<file path="src/rtl/alu32_serial.sv">
// Bit-serial 32-bit ALU (AND/OR/ADD/XOR/NOR/SUB/SLT/SLTU), one result bit per clock, LSB first.
// Latency: out_valid rises 32 edges after the accept edge; minimum issue interval is 34 cycles.
// Backpressure: result held stable in DONE until out_ready; no request is accepted outside IDLE.
module alu32_serial (
    input  logic        clk,
    input  logic        rst_n,
    input  logic        in_valid,
    output logic        in_ready,
    input  logic [31:0] a,
    input  logic [31:0] b,
    input  logic [2:0]  op,
    output logic        out_valid,
    input  logic        out_ready,
    output logic [31:0] result,
    output logic        zero,
    output logic        carry,
    output logic        overflow
);
    localparam logic [2:0] OP_AND  = 3'b000;
    localparam logic [2:0] OP_OR   = 3'b001;
    localparam logic [2:0] OP_ADD  = 3'b010;
    localparam logic [2:0] OP_XOR  = 3'b011;
    localparam logic [2:0] OP_NOR  = 3'b100;
    localparam logic [2:0] OP_SUB  = 3'b101;
    localparam logic [2:0] OP_SLT  = 3'b110;
    localparam logic [2:0] OP_SLTU = 3'b111;

    typedef enum logic [1:0] {IDLE, RUN, DONE} state_t;

    state_t      state;
    logic [31:0] a_q, b_q, acc;
    logic [2:0]  op_q;
    logic [4:0]  cnt;
    logic        cy;

    logic        bit_a, bit_b, bb, sum, cout, bit_r, arith;
    logic [31:0] word, fin_res;
    logic        fin_c, fin_v;

    // Subtract-style ops add ~b with an initial carry of 1.
    function automatic logic is_sub(input logic [2:0] o);
        return (o == OP_SUB) || (o == OP_SLT) || (o == OP_SLTU);
    endfunction

    always_comb begin
        bit_a = a_q[cnt];
        bit_b = b_q[cnt];
        bb    = bit_b ^ is_sub(op_q);
        sum   = bit_a ^ bb ^ cy;
        cout  = (bit_a & bb) | (cy & (bit_a ^ bb));
        case (op_q)
            OP_AND:  bit_r = bit_a & bit_b;
            OP_OR:   bit_r = bit_a | bit_b;
            OP_XOR:  bit_r = bit_a ^ bit_b;
            OP_NOR:  bit_r = ~(bit_a | bit_b);
            default: bit_r = sum;
        endcase
        word      = acc;
        word[cnt] = bit_r;
        // Only meaningful on the bit-31 edge: cy is then the carry into bit 31.
        fin_res = word;
        if (op_q == OP_SLT)  fin_res = {31'b0, sum ^ (cy ^ cout)};
        if (op_q == OP_SLTU) fin_res = {31'b0, ~cout};
        arith = (op_q == OP_ADD) || (op_q == OP_SUB);
        fin_c = arith & cout;
        fin_v = arith & (cy ^ cout);
    end

    always_ff @(posedge clk or negedge rst_n) begin
        if (!rst_n) begin
            state     <= IDLE;
            a_q       <= '0;
            b_q       <= '0;
            op_q      <= '0;
            acc       <= '0;
            cnt       <= '0;
            cy        <= 1'b0;
            in_ready  <= 1'b1;
            out_valid <= 1'b0;
            result    <= '0;
            zero      <= 1'b0;
            carry     <= 1'b0;
            overflow  <= 1'b0;
        end else begin
            case (state)
                IDLE: begin
                    if (in_valid) begin
                        a_q      <= a;
                        b_q      <= b;
                        op_q     <= op;
                        acc      <= '0;
                        cnt      <= '0;
                        cy       <= is_sub(op);
                        in_ready <= 1'b0;
                        state    <= RUN;
                    end
                end
                RUN: begin
                    acc <= word;
                    cy  <= cout;
                    cnt <= cnt + 5'd1;
                    if (cnt == 5'd31) begin
                        result    <= fin_res;
                        zero      <= (fin_res == 32'd0);
                        carry     <= fin_c;
                        overflow  <= fin_v;
                        out_valid <= 1'b1;
                        state     <= DONE;
                    end
                end
                DONE: begin
                    if (out_ready) begin
                        out_valid <= 1'b0;
                        in_ready  <= 1'b1;
                        state     <= IDLE;
                    end
                end
                default: begin
                    state     <= IDLE;
                    in_ready  <= 1'b1;
                    out_valid <= 1'b0;
                end
            endcase
        end
    end
endmodule

</file>
<file path="config.mk">
export PLATFORM = sky130hd
export DESIGN_NAME = alu32_serial
export DESIGN_NICKNAME = d
export VERILOG_FILES = /design/src/rtl/alu32_serial.sv
export SDC_FILE = /design/constraint.sdc
export NUM_CORES = 1
export LEC_CHECK = 0
export ABC_AREA = 1
export BUFFER_PORTS_ARGS = -buffer_cell sky130_fd_sc_hd__buf_2
export CAP_MARGIN = 15
export CORE_MARGIN = 3
export CORE_UTILIZATION = 35
export DETAILED_ROUTE_END_ITERATION = 10
export HOLD_SLACK_MARGIN = 0.05
export SYNTH_ARGS = -nofsm -noshare
export SYNTH_HDL_FRONTEND = slang
export SYNTH_SLANG_ARGS = --single-unit
</file>
<file path="constraint.sdc">
create_clock -name clk -period 8.4 [get_ports clk]
set_input_delay 0.84 -clock clk [delete_from_list [all_inputs] [get_ports clk]]
set_output_delay 0.84 -clock clk [all_outputs]
set_load 0.05 [all_outputs]
</file>
==> Flow_metrics.wiki, run 1 <==
{| class="wikitable"
! Metric !! Value
|-
| Maximum vdd ir drop || between 0.15 and 0.2 mV
|-
| Worst-path cell chain || buf_4 -> inv_1 -> o21ai_0 -> o22ai_1 -> nand2_1 -> nand2_1 -> a221oi_1 -> nand2_1 -> xor2_1 -> fa_1 -> o211ai_1 -> nand2_2 -> o21ai_0 -> o21ai_1 -> nand2_1 -> nor2_1 -> nand3_1 -> nand2_1
|-
| Worst setup SP type || register
|-
| Power density of the placed cells || ~420 mW/mm^2
|-
| Synth Area in XOR/XNOR || 0.00249
|-
| Wire length of the first global-routing pass || 30.3 mm
|-
| Element type at the critical path end || register
|-
| Unique cell type count in the Yosys netlist || 37
|-
| Top library cells by usage in the layout, fill and taps aside || nand2_1 (335), dfrtp_1 (143), o21ai_0 (113)
|-
| Row Count || 51
|-
| Shortest clock period the worst path allows after layout || 4.50 ns
|-
| HP Class || in2async
|-
| Number of setup buffers added after CTS || 0
|-
| Count of max-cap constraint violations || 0
|-
| TritonCTS Buffers || 17
|-
| Post-Synth Adder-Cell Area || 0.0181
|-
| Period utilisation layout || 0.536
|-
| Max Clock Freq || about 220 MHz
|-
| Per-cell routed wire length || between 10 and 15 um
|-
| Status || finished, final reports clean
|-
| Core area || slightly below 0.02 mm^2
|-
| Die ar. || 0.0218 mm^2
|-
| Complex-gate fraction of the synthesized area || 0.126
|-
| Worst Hold Slack || 0.466 ns
|-
| Number of violations reported at the end of detailed-routing iteration 0 || 458
|-
| Leakage power of the design || 4.33 nW
|-
| Synth Area in Simple Gates || 0.277
|-
| Most common cell after layout, fill and taps aside || nand2_1
|-
| Multiplexer share of the synthesized area || 0
|-
| Yosys warning total || 0
|-
| Crit path buffers/inverters || 2
|-
| Total power of the final layout || roughly 3.5 mW
|-
| Number of DRC violations after detailed routing || 0
|-
| Mean Syn Cell Area || 7.74 um^2
|-
| Clock network latency to the later pin of the worst-skew pair || around 0.43 ns
|-
| Top-level I/O count || 108
|-
| Area used by multi-input combinational logic || just under 0.003 mm^2
|-
| Number of hold violations in the final report || 0
|-
| Buffer levels on the longest clock path || 2
|-
| Final estimated routing congestion in global placement || 0.813
|-
| Number of vias in the routed layout || 6091
|-
| Post-synthesis instance area || ~0.0070 mm^2
|-
| Setup TNS || 0 ns
|-
| Antenna Diode Count || 0
|-
| Total Routing Usage GR || 0.173
|-
| Number of clock sinks seen by CTS || around 140
|-
| Detailed-route wire length || roughly 18 mm
|-
| Horizontal extent of the die || ~150 um
|-
| Clock tree from TritonCTS || done
|-
| Starting utilization of the core area || 0.359
|-
| Number of antenna violations at the first check in global routing || 0
|-
| Residual antenna-violating net count after detailed routing || 0
|-
| Clock H-tree levels || 4
|-
| Crit path DAT || about 4.8 ns
|-
| Y dimension of the die || ~150 um
|-
| Setup repair after global routing missed its margin || no
|-
| # hold bufs at CTS || 0
|-
| Synthesized net count || 988
|-
| Worst rel slew slack || 0.334
|-
| Pin count of the biggest net entering global routing || 86
|-
| Layout fillers || just over 2000
|-
| Ratio of cells with drive above 1 in the final layout || 0.162
|-
| Via density || between 4 and 5
|-
| Final setup vio count || 0
|-
| Cell type of the slowest stage on the worst timing path || o21ai_0
|-
| Half-perimeter wire length of the detailed placement result || 12.4 mm
|-
| Main combinational cell family by area after synthesis || simple AND/OR/NAND/NOR gates
|-
| Maximum net fanout on the critical path || 37
|-
| Worst path max stage delay || about 0.53 ns
|-
| Synthesized flop and latch total || 144
|-
| Mapped Cells || slightly above 900
|-
| Post-Route Skew || between 0.01 and 0.015 ns
|-
| Post-synthesis sequential area ratio || 0.513
|-
| Required time at the endpoint of the critical path || approximately 8.7 ns
|-
| Top delay family on crit path || compound AO/OA/AOI/OAI gates
|-
| Remaining global-route overflow || 0
|-
| CP dominant cell by count || nand2_1
|-
| Slew Viols, Final || 0
|-
| Clock transition at the registers of the reported paths || 0.06 ns
|-
| Sequential cell area || approximately 0.0036 mm^2
|-
| Post-cts gate resize count || 0
|-
| First-pass iteration count of the detailed router || 5
|-
| Area added between synthesis and finish || 18.6%
|-
| Via count of the first global-routing pass || just under 6000
|-
| Buffers added on ports || 107
|-
| Type of the worst setup path || reg2reg
|-
| Transition time at the pin with the least slew margin || ~1.0 ns
|-
| Cell chosen for the clock root || clkbuf_16
|-
| Final Net Count || approximately 1100
|}
==> per-stage QoR <==
stage | worst slack (ns) | area [um^2] | std cells | util
global placement | 4.08 | 7750 | 1242 | 0.396
CTS | 3.93 | 8340 | 1273 | 0.426
floorplan | 5.23 | 7030 | 908 | -
global route | 3.43 | 8340 | 1273 | 0.426
detailed placement | 3.94 | 7750 | 1242 | 0.396
finish | 3.90 | 8340 | 1273 | 0.426
==> final cells by class <==
cell class | instances | area share
sequential | 144 | 0.432
clock inverter | 11 | 0.0168
multi-input combinational | 654 | 0.358
clock buffer | 20 | 0.0536
timing repair buffer | 113 | 0.0704
tap | 265 | 0.0398
inverter | 66 | 0.0297
==> worst register-to-register path, cell delays in order, from the launching register on <==
cell      delay (ns)
dfrtp_1         0.33
buf_4           0.32
inv_1           0.53
o21ai_0         0.34
o22ai_1         0.10
nand2_1         0.07
nand2_1         0.04
a221oi_1        0.20
nand2_1         0.15
xor2_1          0.25
fa_1            0.46
o211ai_1        0.20
nand2_2         0.47
o21ai_0         0.54
o21ai_1         0.13
nand2_1         0.09
nor2_1          0.06
nand3_1         0.07
nand2_1         0.05
==> where the power goes <==
part | total, mW | internal, mW | switching, mW | leakage (nW)
clock network | 0.763 | 0.471 | 0.292 | 0.289
registers | 1.14 | 0.974 | 0.168 | 1.88
logic | 1.59 | 0.438 | 1.15 | 2.17
total | 3.49 | 1.88 | 1.61 | 4.33
==> registers in the layout, indices dropped and copies added, names as in the netlist <==
| name | cells |
|---|---|
| b_q | 32 |
| a_q | 32 |
| cnt | 5 |
| out_valid | 1 |
| acc | 32 |
| in_ready | 1 |
| overflow | 1 |
| zero | 1 |
| result | 32 |
| cy | 1 |
| state | 2 |
| op_q | 3 |
| carry | 1 |
==> logic make-up (layout without fill, tap and decap cells) <==
kind of cell,count (synthesis),after routing
and+or+nand+nor,485,485
AOI/OAI and AO/OA,158,158
DFF,144,144
buffers and inverters,110,210
adders and majority gates,9,9
xor gates and xnor gates,2,2
==> cell usage after synthesis <==
cell / n / share of area
o21ai_1: 5 / 0.0036
inv_2: 5 / 0.0027
nor4_1: 1 / 0.00089
o22ai_1: 18 / 0.016
a221oi_1: 4 / 0.0050
buf_1: 5 / 0.0027
a21oi_2: 1 / 0.0012
dfrtp_1: 143 / 0.51
o21ai_2: 1 / 0.0012
buf_6: 1 / 0.0016
o31ai_1: 2 / 0.0021
dfstp_2: 1 / 0.0037
clkbuf_1: 31 / 0.017
a21oi_1: 1 / 0.00071
buf_12: 1 / 0.0028
nand2_1: 336 / 0.18
o211ai_1: 2 / 0.0021
nor3_1: 1 / 0.00071
o21a_1: 1 / 0.0011
a211o_1: 1 / 0.0012
nor2_2: 1 / 0.00089
buf_2: 5 / 0.0036
nor2_1: 71 / 0.038
o21ai_0: 113 / 0.080
nand2_2: 8 / 0.0071
fa_1: 2 / 0.0057
nand3_1: 63 / 0.045
clkinv_1: 1 / 0.00053
buf_4: 1 / 0.0011
nor2_4: 1 / 0.0016
a22o_1: 8 / 0.010
inv_1: 60 / 0.032
o221ai_1: 1 / 0.0012
nor3_2: 2 / 0.0028
xor2_1: 2 / 0.0025
nand3b_1: 1 / 0.0011
ha_1: 7 / 0.012
==> final timing paths <==
kind	startpoint	endpoint	slack, ns	cells past startpoint
setup / recovery	cnt[0]	zero	3.90	18
hold / removal	rst_n	result[8]	0.47	1
setup reg to reg	cnt[0]	zero	3.90	18
hold reg to reg	result[0]	result[0]	0.47	2
max in group asynchronous	rst_n	b_q[1]	6.67	2
min in group clk	result[0]	result[0]	0.47	2
==> metal layers <==
metal | global-route usage | vias to the layer above | part of all wire | wire length, um
met5 | 0 | - | 0 | 0
met4 | 0.0615 | 0 | 0.017 | 318
met3 | 0.0328 | 21 | 0.048 | 874
met2 | 0.256 | 153 | 0.44 | 8000
met1 | 0.255 | 2820 | 0.50 | 9180
li1 | - | 3097 | - | -
No activity file was read; power rests on OpenSTA's default activity.
==> inputs of run 2 (changes only) <==
- clock period: 8.4 -> 3.9 ns (I/O delays scaled with it)
==> run 2 against run 1 <==
Effect of this change:
- via count increased by 1.0%
- clock skew increased by 0.0015 ns
- critical path type unchanged
- first-iteration DRC count decreased by 12%
- fmax increased by 28%
- core utilization increased by 0.61 points
- clock power increased by 100%
- combinational power increased by 130%
- highest routed layer unchanged
==> Flow_metrics.wiki, run 2 (synthesized netlist as in run 1, its figures left out) <==
{| class="wikitable"
! Metric !! Value
|-
| Status || finished, final reports clean
|-
| Maximum net fanout on the critical path || 35
|-
| Horizontal extent of the die || ~150 um
|-
| Fin util || 0.432
|-
| Pin count of the biggest net entering global routing || between 90 and 100
|-
| Top library cells by usage in the layout, fill and taps aside || nand2_1 (335), dfrtp_1 (143), o21ai_0 (113)
|-
| R2R Path End || zero
|-
| Number of violations reported at the end of detailed-routing iteration 0 || about 400
|-
| Top-level I/O count || roughly 110
|-
| Shortest clock period the worst path allows after layout || 3.51 ns
|-
| Number of clock sinks seen by CTS || between 100 and 150
|-
| Buffer levels on the longest clock path || 2
|-
| Via density || between 4 and 5
|-
| Slew Viols, Final || 0
|-
| Detailed-route wire length || about 19 mm
|-
| Power density of the placed cells || approximately 910 mW/mm^2
|-
| Depth of the worst register-to-register path || 17
|-
| Buffers added on ports || between 100 and 150
|-
| Share of total power in the clock network || 0.200
|-
| TritonCTS Buffers || 17
|-
| Core area || 0.0196 mm^2
|-
| Number of DRC violations after detailed routing || 0
|-
| Element type at the critical path end || register
|-
| Number of vias in the routed layout || about 6000
|-
| Type of the worst setup path || reg2reg
|-
| Setup TNS || 0 ns
|-
| Via count of the first global-routing pass || 5883
|-
| Area added between synthesis and finish || 20.3%
|-
| HP Class || in2async
|-
| Final setup vio count || 0
|-
| Sequential cell area || 0.00360 mm^2
|-
| First-pass iteration count of the detailed router || 5
|-
| Cell type of the slowest stage on the worst timing path || fa_1
|-
| Post-Route Skew || 0.0117 ns
|-
| Most common cell after layout, fill and taps aside || nand2_1
|-
| Part of the total power dissipated in combinational logic || 0.480
|-
| Half-perimeter wire length of the detailed placement result || approximately 13 mm
|-
| Transition time at the pin with the least slew margin || 0.904 ns
|-
| Final Net Count || about 1100
|-
| Leakage power of the design || 4.39 nW
|-
| Residual antenna-violating net count after detailed routing || 0
|-
| Max Clock Freq || 285 MHz
|-
| Die ar. || between 0.02 and 0.025 mm^2
|-
| Antenna Diode Count || 0
|-
| Worst flop-to-flop path startpoint || cnt[0]
|-
| Ratio of cells with drive above 1 in the final layout || 0.169
|-
| Register-to-Register Setup Slack || about 0.39 ns
|-
| Worst-path cell chain || inv_1 -> buf_12 -> o21ai_0 -> o22ai_1 -> a221oi_1 -> nand2_1 -> xor2_1 -> fa_1 -> o211ai_1 -> nand2_2 -> buf_12 -> o21ai_2 -> nand2_1 -> a21oi_2 -> nor2_1 -> nand3_1 -> nand2_1
|-
| Y dimension of the die || 148 um
|-
| CP dominant cell by count || nand2_1
|-
| Crit path DAT || approximately 3.8 ns
|-
| Worst rel slew slack || 0.397
|-
| Setup crit start || cnt[0]
|-
| Area used by multi-input combinational logic || between 0.002 and 0.003 mm^2
|-
| Count of max-cap constraint violations || 0
|-
| Remaining global-route overflow || 0
|-
| Required time at the endpoint of the critical path || around 4.2 ns
|-
| Clock network latency to the later pin of the worst-skew pair || approximately 0.43 ns
|-
| Number of antenna violations at the first check in global routing || 0
|-
| Number of hold violations in the final report || 0
|-
| Cell chosen for the clock root || clkbuf_16
|-
| Pint || between 4 and 5 mW
|-
| # hold bufs at CTS || 0
|-
| Clock transition at the registers of the reported paths || ~0.060 ns
|-
| Starting utilization of the core area || 0.359
|-
| Worst path max stage delay || 0.46 ns
|-
| Period utilisation layout || 0.900
|-
| Final estimated routing congestion in global placement || approximately 0.84
|-
| Per-cell routed wire length || 14.4 um
|-
| Destination of the critical timing path || zero
|-
| Row Count || 51
|-
| Wire length of the first global-routing pass || just over 30 mm
|-
| Clock tree from TritonCTS || done
|-
| Layout fillers || slightly above 2000
|-
| Total Routing Usage GR || 0.175
|-
| Part of the power in registers || 0.320
|-
| Setup repair after global routing missed its margin || no
|-
| Clock H-tree levels || 4
|-
| Worst setup SP type || register
|-
| Switching power || approximately 3.5 mW
|-
| Switching fraction of total power || 0.456
|-
| Maximum vdd ir drop || around 0.45 mV
|}
==> run 2: worst min path at each step <==
stage	start	end	depth (start not counted)
final	rst_n	acc[5]	1
after CTS	rst_n	acc[1]	1
after global placement	a_q[14]	a_q[14]	2
after detailed placement	b_q[25]	b_q[25]	2
after global routing	rst_n	result[8]	1
after floorplan	rst_n	a_q[0]	0
==> run 2: power by group through the flow <==
stage | sequential [mW] | clock [mW] | combinational [mW]
after floorplan | 2.78 | 0 | 2.36
after global placement | 2.47 | 0 | 3.59
after detailed placement | 2.48 | 0 | 3.63
after CTS | 2.46 | 1.56 | 3.65
after global routing | 2.52 | 1.63 | 4.13
final | 2.45 | 1.53 | 3.68
==> run 2: layout make-up <==
cell class              instances  area share
well taps                     265      0.0392
repair buffers                124      0.0874
clock buffers                  26      0.0578
flip-flops and latches        144       0.426
inverters                      66      0.0293
clock inverters                 6     0.00725
multi-input cells             654       0.353
==> run 2: stage by stage <==
step           power, mW  instances  hold slack, ns  setup slack, ns  area [um^2]
5_1_grt             8.29       1285           0.111           0.0655         8460
3_5_place_dp        6.10       1251           0.460            0.204         7870
2_1_floorplan       5.13        908          0.0944            0.734         7030
4_1_cts             7.67       1283          0.0899            0.188         8420
3_3_place_gp        6.07       1251           0.460            0.269         7870
6_report            7.66       1285          0.0583            0.392         8460
==> run 2: critical path, delay by kind of cell, from the launching register on <==
kind / cells / cell delay, ns
AOI/OAI and AO/OA: 6 / 1.18
and+or+nand+nor: 6 / 0.64
xor gates and xnor gates: 1 / 0.26
buffers and inverters: 3 / 0.45
adders and majority gates: 1 / 0.46
DFF: 1 / 0.38
==> run 2: per-layer routing <==
metal,routed length [um],global-route usage
met5,0,0
met4,240,0.0596
met3,927,0.0353
met2,8270,0.267
met1,9100,0.248
==> run 2: what timing repair did <==
action / 4_1_cts / 5_1_grt
setup buffers: 0 / 1
gates resized for setup: 0 / 1
hold endpoints to repair: 0 / 0
setup endpoints to repair: 0 / 2
==> inputs of run 3 (changes only) <==
- clock period: 3.9 -> 4.46 ns (I/O delays scaled with it)
==> run 3 against run 2 <==
Effect of this change:
- non-clock buffer count down 3
- clock power about the same
- critical endpoint unchanged
- critical path depth is 3 higher
- first-iteration DRC count increased by 12%
==> Flow_metrics.wiki, run 3 (synthesized netlist as in run 1, its figures left out) <==
{| class="wikitable"
! Metric !! Value
|-
| Status || finished, final reports clean
|-
| First-pass iteration count of the detailed router || 5
|-
| Core area || slightly below 0.02 mm^2
|-
| Fin util || 0.431
|-
| Depth of the worst register-to-register path || 20
|-
| Power density of the placed cells || 805 mW/mm^2
|-
| Cell chosen for the clock root || clkbuf_16
|-
| Ratio of cells with drive above 1 in the final layout || 0.166
|-
| Buffer levels on the longest clock path || 2
|-
| Via density || 4.82
|-
| Number of vias in the routed layout || about 6200
|-
| Worst rel slew slack || 0.406
|-
| Final estimated routing congestion in global placement || 0.829
|-
| Clock network latency to the later pin of the worst-skew pair || approximately 0.43 ns
|-
| Wire length of the first global-routing pass || 30.6 mm
|-
| Setup TNS || 0 ns
|-
| # hold bufs at CTS || 0
|-
| Remaining global-route overflow || 0
|-
| Required time at the endpoint of the critical path || a little under 5 ns
|-
| Y dimension of the die || between 100 and 150 um
|-
| Die ar. || roughly 0.022 mm^2
|-
| Most common cell after layout, fill and taps aside || nand2_1
|-
| Final Net Count || approximately 1100
|-
| Max Clock Freq || between 200 and 300 MHz
|-
| Per-cell routed wire length || 14.4 um
|-
| Element type at the critical path end || register
|-
| Setup repair after global routing missed its margin || no
|-
| Crit path DAT || 4.07 ns
|-
| Number of setup buffers added after CTS || 0
|-
| Period utilisation layout || 0.832
|-
| TritonCTS Buffers || 17
|-
| Leakage power of the design || roughly 4.4 nW
|-
| Post-cts gate resize count || 0
|-
| Total Routing Usage GR || 0.174
|-
| Horizontal extent of the die || 148 um
|-
| Count of max-cap constraint violations || 0
|-
| Number of violations reported at the end of detailed-routing iteration 0 || 452
|-
| Clock tree from TritonCTS || done
|-
| Top-level I/O count || between 100 and 150
|-
| Half-perimeter wire length of the detailed placement result || about 13 mm
|-
| Final worst setup slack || 0.749 ns
|-
| HP Class || in2async
|-
| Top library cells by usage in the layout, fill and taps aside || nand2_1 (335), dfrtp_1 (143), o21ai_0 (113)
|-
| Type of the worst setup path || reg2reg
|-
| Slew Viols, Final || 0
|-
| Residual antenna-violating net count after detailed routing || 0
|-
| Area added between synthesis and finish || 20.2%
|-
| Number of hold violations in the final report || 0
|-
| Post-Route Skew || 0.00967 ns
|-
| Maximum net fanout on the critical path || 18
|-
| Starting utilization of the core area || 0.359
|-
| Worst setup SP type || register
|-
| Clock H-tree levels || 4
|-
| Number of clock sinks seen by CTS || around 140
|-
| Buffers added on ports || about 110
|-
| Antenna Diode Count || 0
|-
| Pre-CTS setup slack || around 0.74 ns
|-
| Shortest clock period the worst path allows after layout || between 3 and 4 ns
|-
| Pin count of the biggest net entering global routing || 77
|-
| Final setup vio count || 0
|-
| Maximum vdd ir drop || around 0.35 mV
|-
| Number of antenna violations at the first check in global routing || 0
|-
| Transition time at the pin with the least slew margin || ~0.89 ns
|-
| Clock transition at the registers of the reported paths || approximately 0.060 ns
|-
| Via count of the first global-routing pass || around 6000
|-
| Detailed-route wire length || ~18 mm
|-
| Row Count || 51
|-
| Number of DRC violations after detailed routing || 0
|}
==> run 3: changes by cell type in the layout (fill, tap and decap cells not counted), sizes merged <==
cell,delta
inv,+1
bufinv,+4
clkinvlp,-1
buf,-3
clkinv,-1
clkbuf,-4
==> run 3: critical path, stage by stage (launching register included) <==
cell      delay (ns)
dfrtp_1         0.42
inv_1           0.11
nand3_1         0.21
inv_1           0.16
nand2_1         0.10
nand2_1         0.04
a221oi_1        0.23
nand2_1         0.15
xor2_1          0.19
fa_1            0.49
o211ai_1        0.18
nand2_2         0.41
buf_4           0.24
nand2_1         0.07
nand3_1         0.10
nand2_1         0.06
nor2_1          0.11
nand2_1         0.06
nor2_1          0.16
nand3_1         0.09
nand2_1         0.06
==> run 3: stage by stage <==
| stage | cells | cell area [um^2] | hold slack, ns | power, mW |
|---|---|---|---|---|
| 6_report | 1281 | 8450 | 0.0479 | 6.80 |
| 3_5_place_dp | 1250 | 7810 | 0.460 | 5.28 |
| 4_1_cts | 1281 | 8450 | 0.0766 | 6.85 |
| 5_1_grt | 1281 | 8450 | 0.102 | 7.35 |
| 2_1_floorplan | 908 | 7030 | 0.150 | 4.49 |
| 3_3_place_gp | 1250 | 7810 | 0.456 | 5.24 |
==> run 3: final cells by class <==
cell class | count | area [um^2]
clock buffer | 22 | 454
clock inverter | 9 | 181
fill | 1998 | 11100
inverter | 66 | 248
multi-input combinational | 654 | 2980
sequential | 144 | 3600
tap | 265 | 332
timing repair buffer | 121 | 647
==> run 3: final timing paths <==
path / start / to / slack [ns]
hold reg to reg: a_q[6] / a_q[6] / 0.47
max in group asynchronous: rst_n / in_ready / 3.38
hold / removal: rst_n / result[8] / 0.05
min in group clk: a[24] / a_q[24] / 0.21
setup / recovery: cnt[4] / zero / 0.75
setup reg to reg: cnt[4] / zero / 0.75
==> run 3: report_power, final <==
group / total [mW] / switching (mW) / internal (mW)
logic: 3.13 / 2.24 / 0.895
registers: 2.11 / 0.279 / 1.83
clock network: 1.56 / 0.548 / 1.01
==> run 3: per-layer routing <==
metal / track usage / part of all wire / vias up
met1: 0.253 / 0.49 / 2875
met3: 0.0395 / 0.054 / 20
met4: 0.0531 / 0.016 / 0
li1: - / - / 3114
met2: 0.259 / 0.44 / 171
met5: 0 / 0 / -
